`config.mk`:
```
export PLATFORM = sky130hd
export DESIGN_NAME = i2c_fifo_ctrl_flat
export DESIGN_NICKNAME = d
export VERILOG_FILES = /design/src/rtl/i2c_fifo_ctrl_pkg.sv /design/src/rtl/i2c_fifo_ctrl_if.sv /design/src/rtl/i2c_fifo_ctrl_chk.sv /design/src/rtl/i2c_fifo_ctrl_ptr.sv /design/src/rtl/i2c_fifo_ctrl.sv /design/src/flat_wrapper.sv
export SDC_FILE = /design/constraint.sdc
export NUM_CORES = 1
export LEC_CHECK = 0
export BUFFER_PORTS_ARGS = -buffer_cell sky130_fd_sc_hd__buf_2
export CAP_MARGIN = 25
export CORE_MARGIN = 3
export CORE_UTILIZATION = 39
export DETAILED_ROUTE_END_ITERATION = 8
export PLACE_DENSITY = 0.72
export SYNTH_ARGS = -nofsm -noshare
export SYNTH_HDL_FRONTEND = slang
export SYNTH_SLANG_ARGS = --single-unit
```
`constraint.sdc`:
```
create_clock -name clk -period 2.8 [get_ports clk]
set_input_delay 0.14 -clock clk [delete_from_list [all_inputs] [get_ports clk]]
set_output_delay 0.14 -clock clk [all_outputs]
set_load 0.01 [all_outputs]
```
`src/rtl/i2c_fifo_ctrl_pkg.sv`:
```
// Shared definitions for the I2C byte queues: depth derivation, default
// geometry of the TX/RX queues and the per-cycle control bundle.
package i2c_fifo_ctrl_pkg;

  localparam int unsigned TX_AW = 32'd4;
  localparam int unsigned TX_DW = 32'd8;
  localparam int unsigned RX_AW = 32'd4;
  localparam int unsigned RX_DW = 32'd8;

  typedef struct packed {
    logic clr;
    logic push;
    logic pop;
    logic fetch;
  } fifo_ctl_t;

  function automatic int unsigned fifo_depth(input int unsigned aw);
    return 32'd1 << aw;
  endfunction

endpackage

```
`src/rtl/i2c_fifo_ctrl_if.sv`:
```
// Push/pop handshake bundle of the FIFO controller; master is the
// producer/consumer side, slave is the controller.
interface i2c_fifo_ctrl_if #(
  parameter int unsigned aw = 32'd4,
  parameter int unsigned dw = 32'd8
);

  logic          wr_valid;
  logic          wr_ready;
  logic [dw-1:0] wr_data;
  logic          rd_valid;
  logic          rd_ready;
  logic [dw-1:0] rd_data;
  logic [aw:0]   level;

  modport master (
    output wr_valid, wr_data, rd_ready,
    input  wr_ready, rd_valid, rd_data, level
  );

  modport slave (
    input  wr_valid, wr_data, rd_ready,
    output wr_ready, rd_valid, rd_data, level
  );

endinterface

```
`src/rtl/i2c_fifo_ctrl_chk.sv`:
```
// Structural invariants of the FIFO controller state.
module i2c_fifo_ctrl_chk #(
  parameter int unsigned aw = 32'd4
) (
  input logic          clk,
  input logic          rst,
  input logic [aw:0]   level,
  input logic          out_valid,
  input logic [aw-1:0] wptr,
  input logic [aw-1:0] fptr,
  input logic [aw:0]   avail
);

  localparam logic [aw:0] DEPTH_LVL = (aw+1)'(i2c_fifo_ctrl_pkg::fifo_depth(aw));

  a_level_bound: assert property (@(posedge clk) disable iff (rst)
    level <= DEPTH_LVL);

  a_head_counted: assert property (@(posedge clk) disable iff (rst)
    out_valid |-> (level != '0));

  a_ptr_gap: assert property (@(posedge clk) disable iff (rst)
    (level < DEPTH_LVL) |-> ((wptr - fptr) == avail[aw-1:0]));

endmodule

```
`src/rtl/i2c_fifo_ctrl_ptr.sv`:
```
// aw-bit wrapping address counter with synchronous clear and increment
// enable; clear has priority over increment.
module i2c_fifo_ctrl_ptr #(
  parameter int unsigned aw = 32'd4
) (
  input  logic          clk,
  input  logic          rst,
  input  logic          clr,
  input  logic          inc,
  output logic [aw-1:0] ptr
);

  logic [aw-1:0] ptr_q;
  logic [aw-1:0] ptr_d;

  // next pointer value
  always_comb begin
    ptr_d = ptr_q;
    if (rst || clr) begin
      ptr_d = '0;
    end else if (inc) begin
      ptr_d = ptr_q + {{(aw-1){1'b0}}, 1'b1};
    end else begin
      ptr_d = ptr_q;
    end
  end

  // pointer register
  always_ff @(posedge clk) begin
    ptr_q <= ptr_d;
  end

  assign ptr = ptr_q;

endmodule

```
`src/rtl/i2c_fifo_ctrl.sv`:
```
// First-word-fall-through byte queue controller driving an external dpram;
// the head is presented straight from the RAM read register.
module i2c_fifo_ctrl
  import i2c_fifo_ctrl_pkg::*;
#(
  parameter int unsigned aw = TX_AW,
  parameter int unsigned dw = TX_DW
) (
  input  logic          clk,
  input  logic          rst,
  input  logic          flush,
  i2c_fifo_ctrl_if.slave fif,
  output logic [aw-1:0] ram_waddr,
  output logic          ram_we,
  output logic          ram_wce,
  output logic [dw-1:0] ram_di,
  output logic [aw-1:0] ram_raddr,
  output logic          ram_rce,
  output logic          ram_oe,
  input  logic [dw-1:0] ram_do
);

  localparam logic [aw:0] DEPTH_LVL = (aw+1)'(fifo_depth(aw));

  logic [aw:0]   level_q;
  logic [aw:0]   level_d;
  logic          out_valid_q;
  logic          out_valid_d;
  logic [aw-1:0] wptr;
  logic [aw-1:0] fptr;
  logic [aw:0]   avail_s;
  logic          wr_ready_s;
  fifo_ctl_t     ctl_s;

  // handshake decode; a flush cycle accepts the handshake but drops the write
  always_comb begin
    ctl_s      = '0;
    wr_ready_s = !rst && (level_q != DEPTH_LVL);
    avail_s    = level_q - {{aw{1'b0}}, out_valid_q};
    ctl_s.clr  = rst || flush;
    ctl_s.push = fif.wr_valid && wr_ready_s && !flush;
    ctl_s.pop  = out_valid_q && fif.rd_ready;
    if (!rst && !flush && (avail_s != '0) && (!out_valid_q || ctl_s.pop)) begin
      ctl_s.fetch = 1'b1;
    end else begin
      ctl_s.fetch = 1'b0;
    end
  end

  // occupancy and head-presented next state
  always_comb begin
    level_d     = level_q;
    out_valid_d = out_valid_q;
    if (ctl_s.clr) begin
      level_d     = '0;
      out_valid_d = 1'b0;
    end else begin
      level_d = level_q + {{aw{1'b0}}, ctl_s.push} - {{aw{1'b0}}, ctl_s.pop};
      if (ctl_s.fetch) begin
        out_valid_d = 1'b1;
      end else if (ctl_s.pop) begin
        out_valid_d = 1'b0;
      end else begin
        out_valid_d = out_valid_q;
      end
    end
  end

  // state registers
  always_ff @(posedge clk) begin
    level_q     <= level_d;
    out_valid_q <= out_valid_d;
  end

  i2c_fifo_ctrl_ptr #(.aw(aw)) u_wptr (
    .clk (clk),
    .rst (rst),
    .clr (flush),
    .inc (ctl_s.push),
    .ptr (wptr)
  );

  i2c_fifo_ctrl_ptr #(.aw(aw)) u_fptr (
    .clk (clk),
    .rst (rst),
    .clr (flush),
    .inc (ctl_s.fetch),
    .ptr (fptr)
  );

  i2c_fifo_ctrl_chk #(.aw(aw)) u_chk (
    .clk       (clk),
    .rst       (rst),
    .level     (level_q),
    .out_valid (out_valid_q),
    .wptr      (wptr),
    .fptr      (fptr),
    .avail     (avail_s)
  );

  assign fif.wr_ready = wr_ready_s;
  assign fif.rd_valid = out_valid_q;
  assign fif.rd_data  = ram_do;
  assign fif.level    = level_q;

  assign ram_waddr = wptr;
  assign ram_we    = ctl_s.push;
  assign ram_wce   = ctl_s.push;
  assign ram_di    = fif.wr_data;
  // the read address only advances on rce, which keeps a stalled head stable
  assign ram_raddr = fptr;
  assign ram_rce   = ctl_s.fetch;
  assign ram_oe    = 1'b1;

endmodule
```
`src/flat_wrapper.sv`:
```
// flat-port wrapper written by rule: the top's interface ports become plain ports
module i2c_fifo_ctrl_flat import i2c_fifo_ctrl_pkg::*;
#(
  parameter int unsigned aw = TX_AW,
  parameter int unsigned dw = TX_DW
)
  (clk, rst, flush, ram_waddr, ram_we, ram_wce, ram_di, ram_raddr, ram_rce, ram_oe, ram_do, fif_wr_valid, fif_wr_data, fif_rd_ready, fif_wr_ready, fif_rd_valid, fif_rd_data, fif_level);
  i2c_fifo_ctrl_if #(.aw(aw), .dw(dw)) fif_i ();
  input  logic clk;
  input  logic rst;
  input  logic flush;
  output logic [aw-1:0] ram_waddr;
  output logic ram_we;
  output logic ram_wce;
  output logic [dw-1:0] ram_di;
  output logic [aw-1:0] ram_raddr;
  output logic ram_rce;
  output logic ram_oe;
  input  logic [dw-1:0] ram_do;
  input wire logic [$bits(fif_i.wr_valid)-1:0] fif_wr_valid;
  input wire logic [$bits(fif_i.wr_data)-1:0] fif_wr_data;
  input wire logic [$bits(fif_i.rd_ready)-1:0] fif_rd_ready;
  output wire logic [$bits(fif_i.wr_ready)-1:0] fif_wr_ready;
  output wire logic [$bits(fif_i.rd_valid)-1:0] fif_rd_valid;
  output wire logic [$bits(fif_i.rd_data)-1:0] fif_rd_data;
  output wire logic [$bits(fif_i.level)-1:0] fif_level;
  assign fif_i.wr_valid = fif_wr_valid;
  assign fif_i.wr_data = fif_wr_data;
  assign fif_i.rd_ready = fif_rd_ready;
  assign fif_wr_ready = fif_i.wr_ready;
  assign fif_rd_valid = fif_i.rd_valid;
  assign fif_rd_data = fif_i.rd_data;
  assign fif_level = fif_i.level;
  i2c_fifo_ctrl #(.aw(aw), .dw(dw)) u_core (.clk(clk), .rst(rst), .flush(flush), .fif(fif_i), .ram_waddr(ram_waddr), .ram_we(ram_we), .ram_wce(ram_wce), .ram_di(ram_di), .ram_raddr(ram_raddr), .ram_rce(ram_rce), .ram_oe(ram_oe), .ram_do(ram_do));
endmodule
```
==> flow_metrics.py, run 1 <==
metrics = {
    "clocking": {
        "cts_tree": "done",
        "clk_pin_slew_worst_paths_ps": 90,
        "h-tree-depth": 1,
        "clk_latency_ps": 280,
        "root_buffer": "clkbuf_4",
        "cts_made_buffers": 3,
        "clk_path_buf_depth": 2,
        "cts.sinks": 14,
    },
    "logic_synthesis": {
        "yosysWarnings": 0,
        "synth.largest_area_cell": "dfxtp_1",
        "yosys.cell_count.top_type": "buf_4",
        "synthTopCellsByArea": "dfxtp_1, ha_1, buf_4",
        "synth_edf_count": 0,
        "syn-num-nets": 144,
        "synthCells": 111,
        "netlist.area_leader.share_pct": 28.6,
        "synth_common_cells": "buf_4, nor2_1, dfxtp_1",
        "synth_area_per_cell_um2": 8.81,
        "synth_area_um2": 978,
        "yosysSeqAreaShare_pct": 28.6,
        "synth_ff_type": "dfxtp_1",
        "synth-seq-cells": 14,
        "synth_cell_types": 27,
        "postSynth.asyncResetShare_pct": 0,
    },
    "hold_path": {
        "min_to": "u_core.u_fptr.ptr[3]",
        "hold_path_class": "input pin to register",
        "min_path_cells": 3,
        "min_from": "flush",
    },
    "pwr": {
        "switching_share_pct": 35.6,
        "p_clk_share_pct": 21.1,
        "pwr-share-comb_pct": 44.4,
        "power_density_nw_per_um2": 663,
        "max-vdd-ir-drop_mv": 0.433,
        "p_int_uw": 453,
        "p_leak_nw": 0.518,
        "p_switching_uw": 250,
        "power_frac_seq_pct": 34.5,
        "finalPower_uw": 702,
    },
    "die": {
        "die_w_um": 56.1,
        "core_area_um2": 2300,
        "start_util_pct": 42.6,
        "rows": 17,
        "ios": 56,
        "die_height_um": 56.1,
        "die-area_um2": 3150,
    },
    "detailed_routing": {
        "dr_wl_met2_um": 896,
        "antenna_left": 0,
        "drc": 0,
        "firstDrtPassIters": 4,
        "drt_iter0_drc": 9,
        "routed_wirelength_um": 1830,
        "wl_per_cell_um": 12.3,
        "via_per_inst": 4.93,
        "top_layer": "met4",
        "met3_length_um": 186,
        "drt-met1-wl_um": 738,
        "dr_total_vias": 735,
    },
    "sta": {
        "setup_tns_ps": 0,
        "final-hold-violation-count": 0,
        "max_slew_margin_pct": 65.4,
        "slew_viol_final": 0,
        "whs_ps": 132,
        "timing.final.crit_period_ps": 2610,
        "period_share_pct": 93.3,
        "setup_viol": 0,
        "rsz0062_at_grt": "no",
        "worst_pin_slew_ps": 511,
        "max_freq_ghz": 0.383,
        "skew_ps": 0.466,
    },
    "grt": {
        "grt_pass1_wl_um": 2980,
        "grtUsageTotal_pct": 12.0,
        "grt_max_degree": 11,
        "grt_overflow": 0,
        "grt_antenna_before_repair": 0,
        "grt_pass1_vias": 699,
    },
    "final_layout": {
        "final-seq-area_um2": 280,
        "n_antenna_cell": 0,
        "utilization_pct": 46.1,
        "area_growth_pct": 8.18,
        "instances_no_fill": 149,
        "multi_input_area_um2": 544,
        "final_layout_size_suffix_gt1_share_pct": 28.1,
        "nets": 155,
        "fillers": 229,
    },
    "worst_setup_path": {
        "r2r_end": "u_core.fif.level[4]",
        "cp-start-kind": "register",
        "critPathLaunch": "u_core.fif.level[2]",
        "worstSetupPathType": "register to register",
        "path_max_fanout": 6,
        "required_ps": 3020,
        "arrival_ps": 2830,
        "cp-end-kind": "register",
        "reg2regPathDepth": 11,
        "reg2reg_from": "u_core.fif.level[2]",
        "r2r_setup_slack_ps": 190,
    },
    "placed_design": {
        "dp_cells": 144,
        "globalplace.congestion": 0.806,
        "dp_hpwl_um": 1480,
        "io_buffers": 22,
    },
    "status": {
        "status": "finished clean",
    },
    "job": {
        "maxCapViolCount": 0,
    },
}
## stage by stage
step           area [µm²]  setup WS, ps
6_report             1060           187
5_1_grt              1060          28.3
4_1_cts              1040          53.8
3_5_place_dp         1000          13.5
3_3_place_gp         1000           198
2_1_floorplan         978           118
## timing repair
action | 4_1_cts | 5_1_grt
setup endpoints to repair | 1 | 1
endpoints found under the hold margin | 0 | 0
buffers inserted | 0 | 1
pin swaps | 0 | 1
hold buffers | 0 | 0
resized for setup | 1 | 1
## power by group through the flow
stage	Combinational, mW	Sequential [mW]	Clock, mW
6_report	0.311	0.242	0.148
3_5_place_dp	0.304	0.246	0
3_3_place_gp	0.294	0.245	0
2_1_floorplan	0.244	0.254	0
4_1_cts	0.306	0.242	0.155
5_1_grt	0.349	0.246	0.160
## metal layers
layer | vias to the layer above | global-route usage [%]
met2 | 32 | 19.9
met3 | 2 | 6.03
li1 | 366 | -
met5 | - | 0
met1 | 335 | 13.4
met4 | 0 | 3.39
## worst max-delay path, stage by stage (launching register included)
cell and delay [ps]:
dfxtp_1 370, inv_1 150, ha_1 200, nor4bb_4 220, nor2b_1 90, and2_1 190, ha_1 230, fa_1 400
a21oi_1 170, nor2_1 60, or3_1 340, a21oi_1 140
## area by class of cell
class,count,area share [%]
sequential,14,26.5
tap,28,3.31
clock buffer,4,3.43
multi-input combinational,70,51.4
inverter,8,2.84
timing repair buffer,25,12.5
## registers in the layout, summed over array words and instances, names as in the netlist
register	count
u_core.fif.rd_valid	1
u_core.u_wptr.ptr	4
u_core.u_fptr.ptr	4
u_core.fif.level	5
## worst max path at each step
stage | end | slack [ps] | depth (start not counted)
after floorplan | u_core.fif.level[4] | 120 | 11
after global placement | u_core.fif.level[4] | 200 | 11
after detailed placement | u_core.fif.level[4] | 10 | 11
after CTS | u_core.fif.level[4] | 50 | 11
after global routing | u_core.fif.level[4] | 30 | 11
final | u_core.fif.level[4] | 190 | 11
## cells in the final DEF, fill, tap and decap left out, types with 2 or more instances in the layout
cell type / n
buf_2: 22
nor2_1: 15
dfxtp_1: 14
ha_1: 11
inv_1: 8
and2_1: 4
a21oi_1: 4
xor2_1: 4
nand2_1: 4
nor2b_1: 3
o21ai_0: 3
nand4_1: 3
xnor2_1: 3
clkbuf_4: 3
buf_4: 3
or3_1: 2
mux2i_1: 2
nand3_1: 2
## cell families after synthesis
group / Yosys count / synth area share (%)
simple gates: 37 / 19.6
buf+inv: 27 / 17.3
flops: 14 / 28.6
fa+ha+maj: 12 / 16.1
compound gates: 11 / 9.72
xor+xnor: 7 / 6.27
mux: 2 / 2.05
other cells: 1 / 0.383
Power figures use the tool's default switching activity.
==> run 2, diff against run 1 <==
--- a/config.mk
+++ b/config.mk
@@ -10,7 +10,7 @@
 export CORE_MARGIN = 3
 export CORE_UTILIZATION = 39
 export DETAILED_ROUTE_END_ITERATION = 8
-export PLACE_DENSITY = 0.72
+export PLACE_DENSITY = 0.75
 export SYNTH_ARGS = -nofsm -noshare
 export SYNTH_HDL_FRONTEND = slang
 export SYNTH_SLANG_ARGS = --single-unit
==> constraint.sdc (replaced) <==
create_clock -name clk -period 2.2 [get_ports clk]
set_input_delay 0.11 -clock clk [delete_from_list [all_inputs] [get_ports clk]]
set_output_delay 0.11 -clock clk [all_outputs]
set_load 0.01 [all_outputs]
==> run 2 against run 1 <==
The flow now finishes with violations (setup timing). Clock power rose by 32%. Cell count rose by 4.7%. Clock-buffer cell count did not move. Via count rose by 4.4%. Sequential share of layout area fell by 2.0 points. Clock skew rose by 5.1 ps. Core utilization rose by 5.2 points. Routed wire length rose by 11%. Sequential cell count did not move. Combinational power rose by 50%. Fmax rose by 17%. Final area rose by 11%. Largest cell class unchanged.
==> flow_metrics.py, run 2 (same netlist as run 1, synthesis figures left out) <==
metrics = {
    "grt": {
        "grt_overflow": 0,
        "grt_pass1_vias": 755,
        "grt_busiest_layer": "met2",
        "grt_max_degree": 11,
        "grt_pass1_wl_um": 3470,
        "grtUsageTotal_pct": 13.9,
        "grtUsageMet1_pct": 14.8,
        "use_met2_pct": 24.0,
        "grt_antenna_before_repair": 0,
        "globalRouteMet3Util_pct": 5.80,
    },
    "sta": {
        "final-hold-violation-count": 0,
        "slew_viol_final": 0,
        "setup_tns_ps": -39.0,
        "rsz0062_at_grt": "yes",
        "skew_ps": 5.61,
        "fin_ws_ps": -39.0,
        "whs_ps": 101,
        "period_share_pct": 102,
        "max_freq_ghz": 0.447,
        "timing.final.crit_period_ps": 2240,
        "setup_viol": 1,
    },
    "final_layout": {
        "mostFrequentLayoutCells": "buf_2, nor2_1, buf_4, dfxtp_1, ha_1",
        "instances_no_fill": 156,
        "n_antenna_cell": 0,
        "final_layout_size_suffix_gt1_share_pct": 43.0,
        "final_common_cell": "buf_2",
        "largest_register_ffs": 5,
        "nets": 162,
        "regMostFlops": "u_core.fif.level",
        "area_growth_pct": 20.3,
    },
    "clocking": {
        "clk_latency_ps": 290,
        "cts.sinks": 14,
        "cts_made_buffers": 3,
        "cts_tree": "done",
        "hold_buffers": 0,
        "clk_pin_slew_worst_paths_ps": 90,
        "h-tree-depth": 1,
        "root_buffer": "clkbuf_4",
        "clk_path_buf_depth": 2,
    },
    "status": {
        "violations": "setup timing",
        "status": "complete, but fails checks",
    },
    "die": {
        "die-area_um2": 3150,
        "rows": 17,
        "start_util_pct": 42.6,
        "die_w_um": 56.1,
        "ios": 56,
        "die_height_um": 56.1,
        "core_area_um2": 2300,
    },
    "pwr": {
        "power_density_nw_per_um2": 823,
        "max-vdd-ir-drop_mv": 0.512,
        "p_leak_nw": 0.559,
    },
    "worst_setup_path": {
        "path_cells": "inv_4 -> ha_4 -> nor4bb_4 -> nor2b_2 -> and2_4 -> ha_4 -> fa_2 -> a21oi_2 -> nor2_1 -> or3_1 -> a21oi_1",
        "reg2regPathDepth": 11,
        "crit_buf_inv": 1,
        "cp_common_cell": "ha_4",
        "worstSetupPathType": "register to register",
        "crit_family": "simple AND/OR/NAND/NOR gates",
        "slowest_stage": "dfxtp_4",
        "arrival_ps": 2470,
        "reg2reg_from": "u_core.fif.level[2]",
        "path_max_fanout": 2,
        "r2r_end": "u_core.fif.level[4]",
        "cp-start-kind": "register",
        "cpPeakStageDelay_ps": 360,
        "r2r_setup_slack_ps": -40,
        "cp-end-kind": "register",
        "required_ps": 2430,
    },
    "placed_design": {
        "globalplace.congestion": 0.868,
        "io_buffers": 22,
        "dp_slack_ps": -78.7,
        "dp_hpwl_um": 1610,
        "dp_cells": 149,
    },
    "hold_path": {
        "min_to": "u_core.u_fptr.ptr[3]",
        "min_path_cells": 3,
        "hold_path_class": "input pin to register",
        "min_from": "flush",
    },
    "detailed_routing": {
        "drt_iter0_drc": 8,
        "firstDrtPassIters": 4,
        "routed_wirelength_um": 2040,
        "dr_total_vias": 767,
        "wl_per_cell_um": 13.1,
        "antenna_left": 0,
        "drc": 0,
        "via_per_inst": 4.92,
    },
    "job": {
        "maxCapViolCount": 0,
    },
}
[run 2: cell types whose count changed in the layout (fill, tap and decap cells not counted), moves of 2 or more]
cell     delta
dfxtp_1     -4
inv_1       -2
dfxtp_2     +3
ha_4        +2
ha_1        -3
buf_4       +7
[run 2: power by group]
group	internal (mW)	switching, mW	leakage (nW)
clock network	0.101	0.0945	0.0210
logic	0.239	0.227	0.423
registers	0.281	0.0259	0.116
total	0.621	0.347	0.559
[run 2: layout make-up]
class	count	area, µm²
timing repair buffer	32	185
tap	28	35.0
inverter	8	32.5
fill	217	1120
sequential	14	288
clock buffer	4	36.3
multi-input combinational	70	601
[run 2: how the worst max path moves through the flow]
stage / start / end / slack, ps / cells past startpoint
global placement: u_core.fif.level[2] / u_core.fif.level[4] / 30 / 11
floorplan: u_core.fif.level[2] / u_core.fif.level[4] / -40 / 11
CTS: u_core.fif.level[2] / u_core.fif.level[4] / -50 / 11
global route: u_core.fif.level[3] / u_core.fif.level[4] / -160 / 11
detailed placement: u_core.fif.level[2] / u_core.fif.level[4] / -80 / 11
finish: u_core.fif.level[2] / u_core.fif.level[4] / -40 / 11
[run 2: metal layers]
layer / vias to the layer above / routed length (µm)
met5: - / 0
li1: 380 / -
met4: 0 / 41
met2: 30 / 1010
met1: 349 / 798
met3: 8 / 185
[run 2: through the flow]
stage | power [mW] | util [%] | instance area [µm²]
after floorplan | 0.664 | - | 1040
after global placement | 0.731 | 47.8 | 1100
after detailed placement | 0.750 | 47.8 | 1100
after CTS | 0.970 | 50.7 | 1160
after global routing | 1.05 | 51.3 | 1180
final | 0.969 | 51.3 | 1180
[run 2: worst min-delay path: cells and delay by family]
family | cells | cell delay [ps]
buffers and inverters | 1 | 90
multiplexers | 1 | 50
AND/OR/NAND/NOR | 1 | 90
[run 2: repair_timing]
action	4_1_cts	5_1_grt
setup buffers	3	0
pin swaps	1	0
setup endpoints to repair	2	2
gates resized for setup	1	4
cloned	0	0
==> run 3, diff against run 2 <==
--- a/config.mk
+++ b/config.mk
@@ -11,6 +11,7 @@
 export CORE_UTILIZATION = 39
 export DETAILED_ROUTE_END_ITERATION = 8
 export PLACE_DENSITY = 0.75
+export REMOVE_ABC_BUFFERS = 1
 export SYNTH_ARGS = -nofsm -noshare
 export SYNTH_HDL_FRONTEND = slang
 export SYNTH_SLANG_ARGS = --single-unit
==> run 3 against run 2 <==
The flow still finishes with violations (setup timing). Fmax down 0.35%. Worst hold slack better by 16 ps. Clock-buffer cell count down 1. Clock power down 25%. Combinational power up 13%. Register-to-register slack about the same. First-iteration DRC count up 50%. Final area up 2.0%. Global-route usage up 1.2 points. Die area unchanged. Critical path depth unchanged. Clock skew down 3.1 ps. Critical path type unchanged. Largest cell class unchanged.
==> flow_metrics.py, run 3 (same netlist as run 1, synthesis figures left out) <==
metrics = {
    "clocking": {
        "clk_path_buf_depth": 2,
        "h-tree-depth": 1,
        "clk_latency_ps": 280,
        "cts.sinks": 14,
        "clk_pin_slew_worst_paths_ps": 80,
        "cts_tree": "done",
        "hold_buffers": 0,
        "root_buffer": "clkbuf_4",
        "cts_made_buffers": 3,
    },
    "pwr": {
        "switching_share_pct": 35.8,
        "p_switching_uw": 350,
        "power_density_nw_per_um2": 814,
        "p_int_uw": 628,
        "pwr-share-comb_pct": 53.8,
        "power_frac_seq_pct": 31.2,
        "p_clk_share_pct": 15.0,
        "p_leak_nw": 0.580,
        "max-vdd-ir-drop_mv": 0.443,
    },
    "detailed_routing": {
        "via_per_inst": 4.90,
        "wl_per_cell_um": 13.7,
        "routed_wirelength_um": 2230,
        "dr_total_vias": 794,
        "antenna_left": 0,
        "firstDrtPassIters": 4,
        "drc": 0,
        "drt_iter0_drc": 12,
    },
    "die": {
        "start_util_pct": 42.6,
        "ios": 56,
        "die-area_um2": 3150,
        "core_area_um2": 2300,
        "die_height_um": 56.1,
        "rows": 17,
        "die_w_um": 56.1,
    },
    "worst_setup_path": {
        "cp-end-kind": "register",
        "required_ps": 2420,
        "worstSetupPathType": "register to register",
        "path_cells": "inv_2 -> ha_4 -> nor4bb_4 -> nor2b_1 -> and2_4 -> ha_4 -> fa_2 -> a21oi_2 -> nor2_1 -> or3_1 -> a21oi_2",
        "cp-start-kind": "register",
        "path_max_fanout": 2,
        "cpPeakStageDelay_ps": 380,
        "slowest_stage": "or3_1",
        "r2r_setup_slack_ps": -50,
        "arrival_ps": 2460,
    },
    "final_layout": {
        "regMostFlops": "u_core.fif.level",
        "n_antenna_cell": 0,
        "final-seq-area_um2": 284,
        "largest_register_ffs": 5,
        "mostFrequentLayoutCells": "buf_2, buf_4, nor2_1",
        "final_layout_size_suffix_gt1_share_pct": 44.8,
        "finalInstanceArea_um2": 1200,
        "area_growth_pct": 22.8,
        "instances_no_fill": 162,
        "multi_input_area_um2": 592,
        "fillers": 209,
        "nets": 169,
        "final_common_cell": "buf_2",
    },
    "status": {
        "violations": "setup timing",
        "status": "complete, but fails checks",
    },
    "sta": {
        "final-hold-violation-count": 0,
        "skew_ps": 2.49,
        "setup_viol": 1,
        "timing.final.crit_period_ps": 2250,
        "fin_ws_ps": -46.9,
        "slew_viol_final": 0,
        "max_freq_ghz": 0.445,
        "period_share_pct": 102,
        "rsz0062_at_grt": "yes",
    },
    "placed_design": {
        "dp_cells": 153,
        "io_buffers": 22,
        "globalplace.congestion": 0.812,
        "place_area_um2": 1070,
        "dp_hpwl_um": 1650,
    },
    "grt": {
        "use_met2_pct": 25.2,
        "globalRouteMet3Util_pct": 8.35,
        "grt_overflow": 0,
        "grtUsageTotal_pct": 15.1,
        "grtUsageMet1_pct": 15.5,
        "grt_busiest_layer": "met2",
        "grt_pass1_wl_um": 3710,
        "grt_antenna_before_repair": 0,
        "grt_max_degree": 11,
        "grt_pass1_vias": 785,
    },
    "job": {
        "maxCapViolCount": 0,
    },
    "hold_path": {
        "hold_path_class": "input pin to register",
    },
}
## run 3: worst paths after layout
path / from / to / depth (start not counted)
hold / removal: flush / u_core.u_fptr.ptr[3] / 3
hold reg to reg: u_core.u_fptr.ptr[3] / u_core.u_fptr.ptr[3] / 2
setup / recovery: u_core.fif.level[3] / u_core.fif.level[4] / 11
setup reg to reg: u_core.fif.level[3] / u_core.fif.level[4] / 11
## run 3: what timing repair did
| action | CTS | global route |
|---|---|---|
| setup endpoints to repair | 2 | 2 |
| gates resized for setup | 12 | 6 |
| gates cloned | 0 | 0 |
| pin swaps | 7 | 4 |
| setup buffers | 3 | 3 |
## run 3: cell type report
type,instances,share of cell area (%)
repair buffers,39,19.8
clock buffers,3,1.88
well taps,28,2.92
multi-input cells,70,49.3
flip-flops and latches,14,23.6
inverters,8,2.50
## run 3: critical path, delay by kind of cell, from the launching register on
kind / cells / cell delay (ps)
adder cells (fa/ha/maj): 3 / 630
flip-flops: 1 / 330
buffers and inverters: 1 / 70
AO/OA/AOI/OAI: 2 / 260
AND/OR/NAND/NOR: 5 / 870
## run 3: layer usage
| metal | wire length (µm) | part of all wire, % |
|---|---|---|
| met2 | 1110 | 50 |
| met5 | 0 | 0 |
| met3 | 180 | 8.1 |
| met1 | 888 | 40 |
| met4 | 44 | 2.0 |
## run 3: power groups by stage
stage	registers (mW)	logic [mW]	clock network (mW)
floorplan	0.324	0.278	0
global placement	0.305	0.407	0
detailed placement	0.308	0.416	0
CTS	0.305	0.453	0.150
global route	0.310	0.586	0.157
finish	0.305	0.526	0.146
## run 3: stage by stage
| stage | utilization (%) | TNS (ps) | setup WS [ps] | total power [mW] | hold slack (ps) |
|---|---|---|---|---|---|
| 2_1_floorplan | - | -759 | -525 | 0.602 | 220 |
| 3_3_place_gp | 46.5 | -263 | -263 | 0.712 | 220 |
| 3_5_place_dp | 46.5 | -453 | -395 | 0.724 | 220 |
| 4_1_cts | 50.4 | -66.6 | -66.6 | 0.908 | 115 |
| 5_1_grt | 52.3 | -148 | -148 | 1.05 | 146 |
| 6_report | 52.3 | -46.9 | -46.9 | 0.977 | 117 |
